===== src/rtl/midi_pkg.sv =====
// Shared constants for the MIDI byte-stream decoder: FSM encoding,
// channel event types and system / real-time byte codes.
package midi_pkg;

    typedef enum logic [2:0] {
        ST_IDLE    = 3'd0,
        ST_WAIT_D1 = 3'd1,
        ST_WAIT_D2 = 3'd2,
        ST_SYSEX   = 3'd3,
        ST_SKIP    = 3'd4
    } midi_state_e;

    localparam logic [2:0] EV_NOTE_OFF   = 3'd0;
    localparam logic [2:0] EV_NOTE_ON    = 3'd1;
    localparam logic [2:0] EV_POLY_AT    = 3'd2;
    localparam logic [2:0] EV_CC         = 3'd3;
    localparam logic [2:0] EV_PROGRAM    = 3'd4;
    localparam logic [2:0] EV_CHAN_AT    = 3'd5;
    localparam logic [2:0] EV_PITCH_BEND = 3'd6;

    localparam logic [7:0] SYS_FIRST = 8'hF0;
    localparam logic [7:0] SYX_START = 8'hF0;
    localparam logic [7:0] MTC_QF    = 8'hF1;
    localparam logic [7:0] SONG_POS  = 8'hF2;
    localparam logic [7:0] SONG_SEL  = 8'hF3;
    localparam logic [7:0] TUNE_REQ  = 8'hF6;
    localparam logic [7:0] SYX_END   = 8'hF7;
    localparam logic [7:0] RT_FIRST  = 8'hF8;

    function automatic logic is_realtime(input logic [7:0] b);
        return (b >= RT_FIRST);
    endfunction

    function automatic logic is_chan_status(input logic [7:0] b);
        return (b[7] && (b < SYS_FIRST));
    endfunction

    // Program change and channel aftertouch carry a single data byte.
    function automatic logic is_one_data(input logic [2:0] t);
        return ((t == EV_PROGRAM) || (t == EV_CHAN_AT));
    endfunction

endpackage


===== src/rtl/midi_byte_sync.sv =====
// Synchronizes the asynchronous byte-ready strobe and emits a registered
// one-cycle pulse on its rising edge.
module midi_byte_sync #(
    parameter int BYTE_SYNC = 2
) (
    input  logic clk_i,
    input  logic rst_i,
    input  logic async_i,
    output logic strobe_o
);

    logic [BYTE_SYNC-1:0] sync_q;
    logic [BYTE_SYNC-1:0] fill_q;
    logic                 prev_q;
    logic                 armed_q;
    logic                 strobe_q;
    logic                 sync_last_s;

    assign sync_last_s = sync_q[BYTE_SYNC-1];

    // Arming waits for the chain to hold genuine samples showing a low level,
    // so a strobe already high at reset release never produces a pulse.
    always_ff @(posedge clk_i) begin
        if (rst_i) begin
            sync_q   <= '0;
            fill_q   <= '0;
            prev_q   <= 1'b0;
            armed_q  <= 1'b0;
            strobe_q <= 1'b0;
        end else begin
            sync_q   <= {sync_q[BYTE_SYNC-2:0], async_i};
            fill_q   <= {fill_q[BYTE_SYNC-2:0], 1'b1};
            prev_q   <= sync_last_s;
            armed_q  <= armed_q | (fill_q[BYTE_SYNC-1] & ~sync_last_s);
            strobe_q <= armed_q & sync_last_s & ~prev_q;
        end
    end

    assign strobe_o = strobe_q;

endmodule


===== src/rtl/midi_msg_decoder.sv =====
// MIDI byte-stream parser: running status, sysex/system-common skipping,
// real-time pass-through and a single-entry event output register.
module midi_msg_decoder
    import midi_pkg::*;
#(
    parameter int BYTE_SYNC   = 2,
    parameter int VEL0_AS_OFF = 1
) (
    input  logic       CLOCK_25,
    input  logic       reset_reg,
    input  logic       byteready,
    input  logic [7:0] midibyte,
    output logic       ev_valid,
    input  logic       ev_ready,
    output logic [2:0] ev_type,
    output logic [3:0] ev_chan,
    output logic [6:0] ev_d1,
    output logic [6:0] ev_d2,
    output logic       rt_valid,
    output logic [7:0] rt_byte,
    output logic       overrun
);

    logic        strobe_s;

    midi_state_e state_q, state_d;
    logic [6:0]  status_q, status_d;
    logic [6:0]  d1_q, d1_d;
    logic [1:0]  skip_q, skip_d;

    logic        complete_s;
    logic [6:0]  cmp_d1_s;
    logic [6:0]  cmp_d2_s;
    logic [2:0]  cmp_type_s;

    logic        ev_valid_q, ev_valid_d;
    logic [2:0]  ev_type_q, ev_type_d;
    logic [3:0]  ev_chan_q, ev_chan_d;
    logic [6:0]  ev_d1_q, ev_d1_d;
    logic [6:0]  ev_d2_q, ev_d2_d;
    logic        rt_valid_q, rt_valid_d;
    logic [7:0]  rt_byte_q, rt_byte_d;
    logic        overrun_q, overrun_d;

    midi_byte_sync #(
        .BYTE_SYNC (BYTE_SYNC)
    ) u_sync (
        .clk_i    (CLOCK_25),
        .rst_i    (reset_reg),
        .async_i  (byteready),
        .strobe_o (strobe_s)
    );

    // Parser next-state: classify the strobed byte and advance the message FSM.
    always_comb begin
        state_d    = state_q;
        status_d   = status_q;
        d1_d       = d1_q;
        skip_d     = skip_q;
        complete_s = 1'b0;
        cmp_d1_s   = d1_q;
        cmp_d2_s   = 7'd0;
        rt_valid_d = 1'b0;
        rt_byte_d  = rt_byte_q;
        if (strobe_s) begin
            if (is_realtime(midibyte)) begin
                rt_valid_d = 1'b1;
                rt_byte_d  = midibyte;
            end else if (is_chan_status(midibyte)) begin
                status_d = midibyte[6:0];
                state_d  = ST_WAIT_D1;
            end else if (midibyte[7]) begin
                status_d = 7'd0;
                skip_d   = 2'd0;
                case (midibyte)
                    SYX_START: state_d = ST_SYSEX;
                    MTC_QF, SONG_SEL: begin
                        skip_d  = 2'd1;
                        state_d = ST_SKIP;
                    end
                    SONG_POS: begin
                        skip_d  = 2'd2;
                        state_d = ST_SKIP;
                    end
                    default: state_d = ST_IDLE;
                endcase
            end else begin
                case (state_q)
                    ST_WAIT_D1: begin
                        d1_d     = midibyte[6:0];
                        cmp_d1_s = midibyte[6:0];
                        if (is_one_data(status_q[6:4])) begin
                            complete_s = 1'b1;
                        end else begin
                            state_d = ST_WAIT_D2;
                        end
                    end
                    ST_WAIT_D2: begin
                        complete_s = 1'b1;
                        cmp_d2_s   = midibyte[6:0];
                        state_d    = ST_WAIT_D1;
                    end
                    ST_SKIP: begin
                        if (skip_q <= 2'd1) begin
                            skip_d  = 2'd0;
                            state_d = ST_IDLE;
                        end else begin
                            skip_d = skip_q - 2'd1;
                        end
                    end
                    default: state_d = state_q;
                endcase
            end
        end else begin
            state_d = state_q;
        end
    end

    // Velocity-0 note-on is folded into note-off when enabled.
    always_comb begin
        cmp_type_s = status_q[6:4];
        if ((VEL0_AS_OFF != 0) && (status_q[6:4] == EV_NOTE_ON) && (cmp_d2_s == 7'd0)) begin
            cmp_type_s = EV_NOTE_OFF;
        end else begin
            cmp_type_s = status_q[6:4];
        end
    end

    // Output register: load on completion unless a held event blocks it.
    always_comb begin
        ev_valid_d = ev_valid_q;
        ev_type_d  = ev_type_q;
        ev_chan_d  = ev_chan_q;
        ev_d1_d    = ev_d1_q;
        ev_d2_d    = ev_d2_q;
        overrun_d  = overrun_q;
        if (complete_s) begin
            if (!ev_valid_q || ev_ready) begin
                ev_valid_d = 1'b1;
                ev_type_d  = cmp_type_s;
                ev_chan_d  = status_q[3:0];
                ev_d1_d    = cmp_d1_s;
                ev_d2_d    = cmp_d2_s;
            end else begin
                overrun_d = 1'b1;
            end
        end else if (ev_valid_q && ev_ready) begin
            ev_valid_d = 1'b0;
        end else begin
            ev_valid_d = ev_valid_q;
        end
    end

    // State and output registers.
    always_ff @(posedge CLOCK_25) begin
        if (reset_reg) begin
            state_q    <= ST_IDLE;
            status_q   <= 7'd0;
            d1_q       <= 7'd0;
            skip_q     <= 2'd0;
            ev_valid_q <= 1'b0;
            ev_type_q  <= 3'd0;
            ev_chan_q  <= 4'd0;
            ev_d1_q    <= 7'd0;
            ev_d2_q    <= 7'd0;
            rt_valid_q <= 1'b0;
            rt_byte_q  <= 8'd0;
            overrun_q  <= 1'b0;
        end else begin
            state_q    <= state_d;
            status_q   <= status_d;
            d1_q       <= d1_d;
            skip_q     <= skip_d;
            ev_valid_q <= ev_valid_d;
            ev_type_q  <= ev_type_d;
            ev_chan_q  <= ev_chan_d;
            ev_d1_q    <= ev_d1_d;
            ev_d2_q    <= ev_d2_d;
            rt_valid_q <= rt_valid_d;
            rt_byte_q  <= rt_byte_d;
            overrun_q  <= overrun_d;
        end
    end

    assign ev_valid = ev_valid_q;
    assign ev_type  = ev_type_q;
    assign ev_chan  = ev_chan_q;
    assign ev_d1    = ev_d1_q;
    assign ev_d2    = ev_d2_q;
    assign rt_valid = rt_valid_q;
    assign rt_byte  = rt_byte_q;
    assign overrun  = overrun_q;

endmodule


===== config.mk =====
export PLATFORM = sky130hd
export DESIGN_NAME = midi_msg_decoder
export DESIGN_NICKNAME = d
export VERILOG_FILES = /design/src/rtl/midi_pkg.sv /design/src/rtl/midi_byte_sync.sv /design/src/rtl/midi_msg_decoder.sv
export SDC_FILE = /design/constraint.sdc
export NUM_CORES = 1
export LEC_CHECK = 0
export ABC_AREA = 1
export BUFFER_PORTS_ARGS = -buffer_cell sky130_fd_sc_hd__buf_2
export CAP_MARGIN = 20
export CORE_AREA = 2 2 70 72
export DETAILED_ROUTE_END_ITERATION = 12
export DIE_AREA = 0 0 72 74
export PLACE_DENSITY = 0.75
export SKIP_CTS_REPAIR_TIMING = 1
export SLEW_MARGIN = 20
export SYNTH_ARGS = -nofsm -noshare
export SYNTH_HDL_FRONTEND = slang
export SYNTH_SLANG_ARGS = --single-unit

===== constraint.sdc =====
create_clock -name CLOCK_25 -period 1.44 [get_ports CLOCK_25]
set_input_delay 0 -clock CLOCK_25 [delete_from_list [all_inputs] [get_ports CLOCK_25]]
set_output_delay 0 -clock CLOCK_25 [all_outputs]
set_load 0.005 [all_outputs]

==> results of run 1 <==
==> worst max-delay path: cells and delay by family, from the launching register on <==
kind / cells / cell delay, ns
simple gates: 5 / 0.58
buf+inv: 2 / 0.22
flops: 1 / 0.36
compound gates: 2 / 0.24
==> registers in the layout (all words and copies together) (netlist names) <==
name	flops
rt_valid	1
u_sync.strobe_o	1
state_q	3
ev_type	3
u_sync.fill_q	2
u_sync.prev_q	1
ev_chan	4
rt_byte	8
u_sync.armed_q	1
ev_valid	1
d1_q	7
overrun	1
ev_d2	7
ev_d1	7
skip_q	2
u_sync.sync_q	2
status_q	7
==> where the power goes <==
group / total (uW) / internal (uW) / switching (uW) / leakage [uW]
Sequential: 1620 / 1610 / 3.29 / 0.000470
Clock: 1280 / 664 / 619 / 0.0000872
Combinational: 141 / 50.3 / 90.7 / 0.000785
Total: 3040 / 2330 / 713 / 0.00134
==> kinds of logic (layout without fill, tap and decap cells) <==
family / after synthesis / after routing / share of synthesized area
AO/OA/AOI/OAI: 61 / 61 / 0.1391
buffers and inverters: 50 / 123 / 0.09289
flip-flops: 58 / 58 / 0.4926
AND/OR/NAND/NOR: 145 / 146 / 0.2755
==> per-layer routing <==
metal | GRT usage | part of all wire
met1 | 0.2711 | 0.45
met4 | 0.08595 | 0.019
met5 | 0 | 0
met2 | 0.3395 | 0.47
met3 | 0.05962 | 0.053
==> placed cells by master, fill, tap and decap left out, types with 3 or more instances in the layout <==
| cell | instances |
|---|---|
| a21oi_1 | 32 |
| and2_1 | 4 |
| buf_2 | 43 |
| buf_4 | 16 |
| clkbuf_1 | 3 |
| clkbuf_8 | 10 |
| clkinv_2 | 3 |
| dfxtp_1 | 55 |
| dlygate4sd3_1 | 8 |
| inv_1 | 35 |
| nand2_1 | 64 |
| nand2_4 | 3 |
| nand3_1 | 12 |
| nand3_2 | 3 |
| nor2_1 | 44 |
| nor2_4 | 5 |
| o21ai_0 | 20 |
| o21ai_2 | 4 |
==> stage by stage <==
step / instances / total power (uW) / TNS, ns / worst slack, ns / utilization
2_1_floorplan: 314 / 1724 / 0 / 0.1112 / -
3_3_place_gp: 411 / 1769 / 0 / 0.01354 / 0.5782
3_5_place_dp: 411 / 1770 / -0.8918 / -0.07429 / 0.5782
4_1_cts: 427 / 3031 / -0.9025 / -0.07294 / 0.6139
5_1_grt: 442 / 3144 / -1.009 / -0.1098 / 0.6533
6_report: 442 / 3040 / -0.2150 / -0.07232 / 0.6533
==> final timing paths <==
kind,to,slack (ns),cells past startpoint
setup / recovery,ev_d2[3],-0.07,9
hold / removal,status_q[2],-0.01,3
setup reg to reg,ev_d2[3],-0.07,9
hold reg to reg,u_sync.strobe_o,0.39,1
==> final cells by class <==
cell class	instances	area, sq um
fillers	413	1594
flip-flops and latches	58	1167
multi-input cells	207	1020
repair buffers	69	437.9
clock buffers	13	148.9
inverters	38	147.6
well taps	54	67.56
clock inverters	3	15.01
==> synthesized netlist by cell type, types with 3 or more instances <==
cell type | number | share of area
nand2_1 | 65 | 0.10
dfxtp_1 | 58 | 0.49
nor2_1 | 46 | 0.073
inv_1 | 35 | 0.056
a21oi_1 | 32 | 0.068
o21ai_0 | 21 | 0.045
nand3_1 | 13 | 0.028
and2_1 | 4 | 0.011
clkbuf_1 | 4 | 0.0064
o21ai_2 | 4 | 0.015
buf_2 | 3 | 0.0064
buf_6 | 3 | 0.014
nand2_4 | 3 | 0.014
nor2_2 | 3 | 0.0080
nor3_1 | 3 | 0.0064
==> flow_summary.yaml, run 1 <==
yosys:
  syn_inst: 314
  yosysWarnings: 0
  synthArstFlopShare: 0
  ys_ff_latch: 58
  netlist_area_sq_um: 2357
  synth_ff_type: "dfxtp_1"
  synth.distinct_cells: 28
  syn_nets: 326
  yosysSeqAreaShare: 0.4926
  syn-mean-instance-area_sq_um: 7.507
  synth-edff-count: 0
global_routing:
  overflow: 0
  grt_use_total: 0.2114
  grt_max_degree: 24
  grt_pass1_wl_um: 8597
  grt_pass1_vias: 1948
  antenna_found_initial: 0
sta:
  max_freq_mhz: 661.2
  whs_ns: -0.009881
  finalClockSkew_ns: 0.006918
  slew_viol_final: 0
  rsz0062_at_grt: "true"
  worst_pin_slew_ns: 0.2834
  maxSlewHeadroom: 0.8091
  period_share: 1.050
  period_needed_ns: 1.512
  worst_slack_ns: -0.07232
  hold_viol_final: 1
  finalSetupViolCount: 9
clock_tree:
  cts_tree: "done"
  numCtsBuffers: 9
  clock_latency_ns: 0.33
  clkSinkCount: 58
  clk_pin_slew_ns: 0.06
  cts_max_level: 3
  cts-root-buf: "clkbuf_8"
  clock_path_buffers: 2
final_layout:
  nets: 395
  diodes: 0
  final_cell_area_sq_um: 3004
  drive_gt1_frac: 0.2629
  synthToLayoutAreaGrowth_pct: 27.44
detailed_routing:
  wire_per_inst_um: 12.86
  drc_errors: 0
  vias_per_cell: 4.986
  drtPass1Iterations: 4
  ant_nets: 0
  routed-via-count: 2204
  routed_wl_um: 5682
  first_iter_violations: 175
worst_setup_path:
  crit_arrival_ns: 1.73
  r2r_start: "state_q[2]"
  crit_fanout: 5
  cp-startpoint: "state_q[2]"
  startpoint_type: "register"
  slowest_delay_ns: 0.36
  cp_slowest_cell: "dfxtp_4"
  crit_required_ns: 1.66
  worst-setup-path-type: "reg -> reg"
  path_cells: "inv_1, nand2_1, nor2_2, nand3_2, nand2_4, nand3_4, buf_6, o21ai_0, a21oi_1"
  end_kind: "register"
floorplan:
  die_h_um: 74
  dieArea_sq_um: 5328
  ios: 44
  rows: 25
  start_util: 0.5127
  core_sq_um: 4598
  die_w_um: 72
worst_hold_path:
  hold_path_class: "in -> reg"
  hp-start: "midibyte[2]"
job:
  max-cap-violations: 0
power_and_ir_drop:
  p_per_area_nw_per_um2: 1012
  vdd_drop_max_mv: 0.8346
  power_leakage_uw: 0.001343
placed_design:
  place_hpwl_um: 3650
  place_congestion: 0.8694
  place_area_sq_um: 2659
  io_buffers: 43
outcome:
  violations: "hold timing, setup timing"
  status: "complete, but fails checks"
Power figures use the tool's default switching activity.
==> run 2: changes to the inputs <==
--- a/config.mk
+++ b/config.mk
@@ -5,13 +5,14 @@
 export SDC_FILE = /design/constraint.sdc
 export NUM_CORES = 1
 export LEC_CHECK = 0
-export ABC_AREA = 1
+export ABC_AREA = 0
 export BUFFER_PORTS_ARGS = -buffer_cell sky130_fd_sc_hd__buf_2
 export CAP_MARGIN = 20
-export CORE_AREA = 2 2 70 72
+export CORE_AREA = 2 2 68 70
 export DETAILED_ROUTE_END_ITERATION = 12
-export DIE_AREA = 0 0 72 74
-export PLACE_DENSITY = 0.75
+export DIE_AREA = 0 0 70 72
+export HOLD_SLACK_MARGIN = 0.12
+export PLACE_DENSITY = 0.77
 export SKIP_CTS_REPAIR_TIMING = 1
 export SLEW_MARGIN = 20
 export SYNTH_ARGS = -nofsm -noshare
==> run 2 against run 1 <==
Net effect: the flow finishes with violations (setup timing); critical path depth fell by 3; global-route usage rose by 2.6 points; first-iteration DRC count rose by 37%; sequential cell count did not move; largest power group is now clock; largest cell class is now multi-input gates; sequential power barely moved; register-to-register slack got worse by 0.12 ns; combinational power rose by 7%; non-clock buffer count rose by 9; worst setup slack got worse by 0.12 ns.
==> flow_summary.yaml, run 2 <==
sta:
  finalClockSkew_ns: 0.006021
  period_needed_ns: 1.633
  max_freq_mhz: 612.2
  finalSetupViolCount: 24
  fin_setup_tns_ns: -3.037
  worst_slack_ns: -0.1934
  hold_viol_final: 0
  slew_viol_final: 0
  maxSlewHeadroom: 0.6590
  period_share: 1.134
  rsz0062_at_grt: "true"
  worst_pin_slew_ns: 0.5080
detailed_routing:
  vias_per_cell: 5.832
  ant_nets: 0
  first_iter_violations: 240
  drc_errors: 0
  routed_wl_um: 6394
  drtPass1Iterations: 4
  routed-via-count: 2181
  wire_per_inst_um: 17.10
clock_tree:
  clkSinkCount: 58
  cts-root-buf: "clkbuf_8"
  clk_pin_slew_ns: 0.07
  numCtsBuffers: 9
  clock_path_buffers: 2
  cts_max_level: 3
  clock_latency_ns: 0.34
  cts_tree: "done"
worst_setup_path:
  end_kind: "register"
  crit_fanout: 10
  critPathCapture: "ev_type[2]"
  slowest_delay_ns: 0.36
  reg2reg_slack_ns: -0.19
  cp-startpoint: "status_q[5]"
  worst-setup-path-type: "reg -> reg"
  crit_arrival_ns: 1.90
  cp_num_buf_inv: 2
  cp.depth: 6
  path_delay_family: "compound AO/OA/AOI/OAI gates"
  crit_required_ns: 1.71
  startpoint_type: "register"
  r2r_start: "status_q[5]"
  cp_slowest_cell: "a2111oi_4"
  path_cells: "nand4bb_4, a2111oi_4, buf_4, clkbuf_16, nand3_2, a21oi_2"
  rr_worst_depth: 6
  r2r-end: "ev_type[2]"
final_layout:
  largest_reg_flops: 8
  drive_gt1_frac: 0.3913
  diodes: 0
  synthToLayoutAreaGrowth_pct: 42.38
  nets: 329
  instances_no_fill: 374
  layout_commonest_cell: "dfxtp_1"
  layout_common_cells: "55 x dfxtp_1, 43 x buf_2, 35 x nor2_1, 25 x a21oi_1, 25 x buf_4"
floorplan:
  ios: 44
  core_sq_um: 4264
  start_util: 0.5332
  rows: 24
  die_w_um: 70
  die_h_um: 72
  dieArea_sq_um: 5040
yosys:
  synth-edff-count: 0
  synth.distinct_cells: 46
  ys_ff_latch: 58
  syn_nets: 261
  synth_ff_type: "dfxtp_1"
  synth_area_leader_cell: "dfxtp_1"
  netlist_area_sq_um: 2273
  synth_top_cells_by_area: "dfxtp_1 51%, a21oi_1 6.2%, nor2_1 6.1%"
  synth_commonest_cells: "58 x dfxtp_1, 37 x nor2_1, 28 x a21oi_1"
  yosysMostFrequentCell: "dfxtp_1"
  netlist.area_leader.share: 0.5107
  synthArstFlopShare: 0
  yosysWarnings: 0
  yosysSeqAreaShare: 0.5107
  syn_inst: 249
  syn-mean-instance-area_sq_um: 9.130
power_and_ir_drop:
  p_per_area_nw_per_um2: 1076
  p_total_uw: 3483
  vdd_drop_max_mv: 0.7675
  power_leakage_uw: 0.001290
placed_design:
  placed_cells: 353
  place_congestion: 0.8600
  io_buffers: 43
  place_hpwl_um: 3802
global_routing:
  grt_pass1_vias: 2013
  grt_pass1_wl_um: 9287
  grt_max_degree: 38
  antenna_found_initial: 0
  grt_use_total: 0.2369
  overflow: 0
outcome:
  status: "complete, but fails checks"
  violations: "setup timing"
worst_hold_path:
  hold_path_class: "in -> reg"
  hold-path-cell-count: 4
  hp-start: "midibyte[2]"
job:
  max-cap-violations: 0
## run 2: per-stage QoR
stage / worst slack, ns / util / hold WS (ns) / cell area, sq um
final: -0.1934 / 0.7591 / 0.1078 / 3237
after global routing: -0.2848 / 0.7591 / 0.1246 / 3237
after CTS: -0.2481 / 0.6978 / -0.1265 / 2975
after detailed placement: -0.2438 / 0.6441 / 0.2195 / 2746
after global placement: -0.1401 / 0.6441 / 0.2078 / 2746
after floorplan: -0.1069 / - / 0.1086 / 2333
## run 2: layout make-up
type	count	area [sq um]
multi-input combinational	163	1205
sequential	58	1165
fill	301	1027
timing repair buffer	78	546.8
clock buffer	12	155.1
clock inverter	4	73.82
tap	52	65.06
inverter	7	26.28
## run 2: kinds of logic (layout without fill, tap and decap cells)
logic type                after synthesis  after routing  share of synthesized area
buffers and inverters                  28            101                    0.05338
xor gates and xnor gates                1              1                   0.003853
muxes                                  12             12                    0.05339
and+or+nand+nor                        80             80                     0.1849
DFF                                    58             58                     0.5107
AOI/OAI and AO/OA                      70             70                     0.1937
## run 2: power by group
group,switching (uW),internal [uW],total [uW]
logic,95.8,55.5,151
clock network,645,1070,1710
registers,4.21,1610,1620
## run 2: worst min-delay path by stage
stage / end / slack [ns]
floorplan: u_sync.fill_q[0] / 0.11
global placement: u_sync.sync_q[0] / 0.21
detailed placement: u_sync.sync_q[0] / 0.22
CTS: u_sync.sync_q[0] / -0.13
global route: ev_d2[5] / 0.12
finish: rt_byte[2] / 0.11
## run 2: per-layer routing
metal  GRT usage  share of wire  vias up
met1      0.2836           0.40     1030
met4      0.1132          0.031        0
met3     0.06806          0.069       20
met5           0              0        -
li1            -              -     1041
met2      0.3958           0.50       90
## run 2: tightest hold or removal path, cell delays in order
cell and delay [ns]:
buf_2 0.09, buf_4 0.15, mux2i_1 0.09, nor2_1 0.07
==> run 3: changes to the inputs <==
--- a/config.mk
+++ b/config.mk
@@ -13,6 +13,7 @@
 export DIE_AREA = 0 0 70 72
 export HOLD_SLACK_MARGIN = 0.12
 export PLACE_DENSITY = 0.77
+export REMOVE_ABC_BUFFERS = 1
 export SKIP_CTS_REPAIR_TIMING = 1
 export SLEW_MARGIN = 20
 export SYNTH_ARGS = -nofsm -noshare
==> run 3 against run 2 <==
Net effect: the run still ends with setup timing left; first-iteration DRC count down 22%; sequential share of layout area down 0.88 points; final area is 2.6% higher; utilization increased by 2.0 points; combinational power up 8%; final cell count grew 1.6%; highest routed layer unchanged; critical path depth is 1 higher; sequential cell count unchanged; routed wire length grew 8.6%; global-route usage up 0.54 points.
==> flow_summary.yaml, run 3 (synthesis gave the netlist of run 2 again) <==
outcome:
  status: "complete, but fails checks"
  violations: "setup timing"
detailed_routing:
  vias_per_cell: 6.047
  drc_errors: 0
  routed_wl_um: 6942
  ant_nets: 0
  drtPass1Iterations: 6
  first_iter_violations: 188
  routed-via-count: 2298
  wire_per_inst_um: 18.27
global_routing:
  antenna_found_initial: 0
  grt_max_degree: 22
  grt_pass1_wl_um: 9453
  grt_pass1_vias: 1986
  overflow: 0
  grt_use_total: 0.2423
worst_setup_path:
  crit_fanout: 6
  slowest_delay_ns: 0.35
  reg2reg_slack_ns: -0.25
  end_kind: "register"
  crit_required_ns: 1.69
  path_delay_family: "compound AO/OA/AOI/OAI gates"
  crit_top_cell: "buf_6"
  startpoint_type: "register"
  cp_slowest_cell: "a2111oi_4"
  crit_arrival_ns: 1.94
  worst-setup-path-type: "reg -> reg"
  cp_num_buf_inv: 3
  path_cells: "buf_6, nand2b_4, a2111oi_4, buf_6, clkbuf_16, nand4_1, a21oi_1"
clock_tree:
  cts-root-buf: "clkbuf_8"
  numCtsBuffers: 9
  clock_path_buffers: 2
  clkSinkCount: 58
  clock_latency_ns: 0.34
  cts_tree: "done"
  cts_max_level: 3
  clk_pin_slew_ns: 0.06
final_layout:
  nets: 336
  final_cell_area_sq_um: 3322
  largest_reg_flops: 8
  layout_common_cells: "56 x dfxtp_1, 43 x buf_2, 37 x nor2_1, 24 x buf_4, 21 x a21oi_1"
  diodes: 0
  drive_gt1_frac: 0.3994
  layout_commonest_cell: "dfxtp_1"
  fillers: 260
  synthToLayoutAreaGrowth_pct: 46.12
floorplan:
  rows: 24
  die_w_um: 70
  ios: 44
  dieArea_sq_um: 5040
  start_util: 0.5332
  die_h_um: 72
  core_sq_um: 4264
placed_design:
  place_ws_ns: -0.2347
  place_congestion: 0.8549
  place_area_sq_um: 2686
  place_hpwl_um: 3857
  io_buffers: 43
sta:
  finalClockSkew_ns: 0.006378
  worst_slack_ns: -0.2496
  slew_viol_final: 0
  fin_setup_tns_ns: -4.145
  rsz0062_at_grt: "true"
  max_freq_mhz: 591.8
  maxSlewHeadroom: 0.6865
  period_needed_ns: 1.690
  worst_pin_slew_ns: 0.4702
  whs_ns: 0.07774
  finalSetupViolCount: 31
  period_share: 1.173
  hold_viol_final: 0
worst_hold_path:
  hold_path_class: "in -> reg"
job:
  max-cap-violations: 0
power_and_ir_drop:
  p_total_uw: 3414
  power_leakage_uw: 0.001323
  p_per_area_nw_per_um2: 1028
  vdd_drop_max_mv: 0.8694
-- run 3: layer usage --
metal,vias to the layer above,wire [um],track usage
li1,1049,-,-
met1,1081,2756,0.2967
met2,143,3356,0.4074
met3,25,601,0.07361
met4,0,228,0.08761
met5,-,0,0
-- run 3: area by class of cell --
class                   count  area [sq um]  area share
multi-input cells         163          1217      0.3665
well taps                  52         65.06     0.01959
inverters                   7         26.28    0.007910
flip-flops and latches     58          1166      0.3510
repair buffers             85         624.3      0.1879
clock inverters             1         30.03    0.009040
clock buffers              14         192.7     0.05800
-- run 3: power by group --
group          total (uW)  leakage, uW  switching, uW  internal (uW)
Clock                1630     0.000115            608           1030
Combinational         163     0.000739            103           60.5
Sequential           1620     0.000470           3.32           1610
Total                3410      0.00132            715           2700
-- run 3: worst paths after layout --
path	startpoint	to	depth (start not counted)
setup / recovery	state_q[0]	ev_d2[2]	7
hold / removal	ev_ready	ev_valid	4
setup reg to reg	state_q[0]	ev_d2[2]	7
hold reg to reg	u_sync.prev_q	u_sync.strobe_o	1
-- run 3: per-stage QoR --
| stage | util | std cells |
|---|---|---|
| detailed placement | 0.6300 | 350 |
| global route | 0.7790 | 380 |
| floorplan | - | 228 |
| finish | 0.7790 | 380 |
| CTS | 0.6822 | 365 |
| global placement | 0.6300 | 350 |
-- run 3: worst min-delay path, delay by kind of cell --
family,cells,cell delay (ns)
and+or+nand+nor,2,0.13
buffers and inverters,1,0.08
AOI/OAI and AO/OA,1,0.15
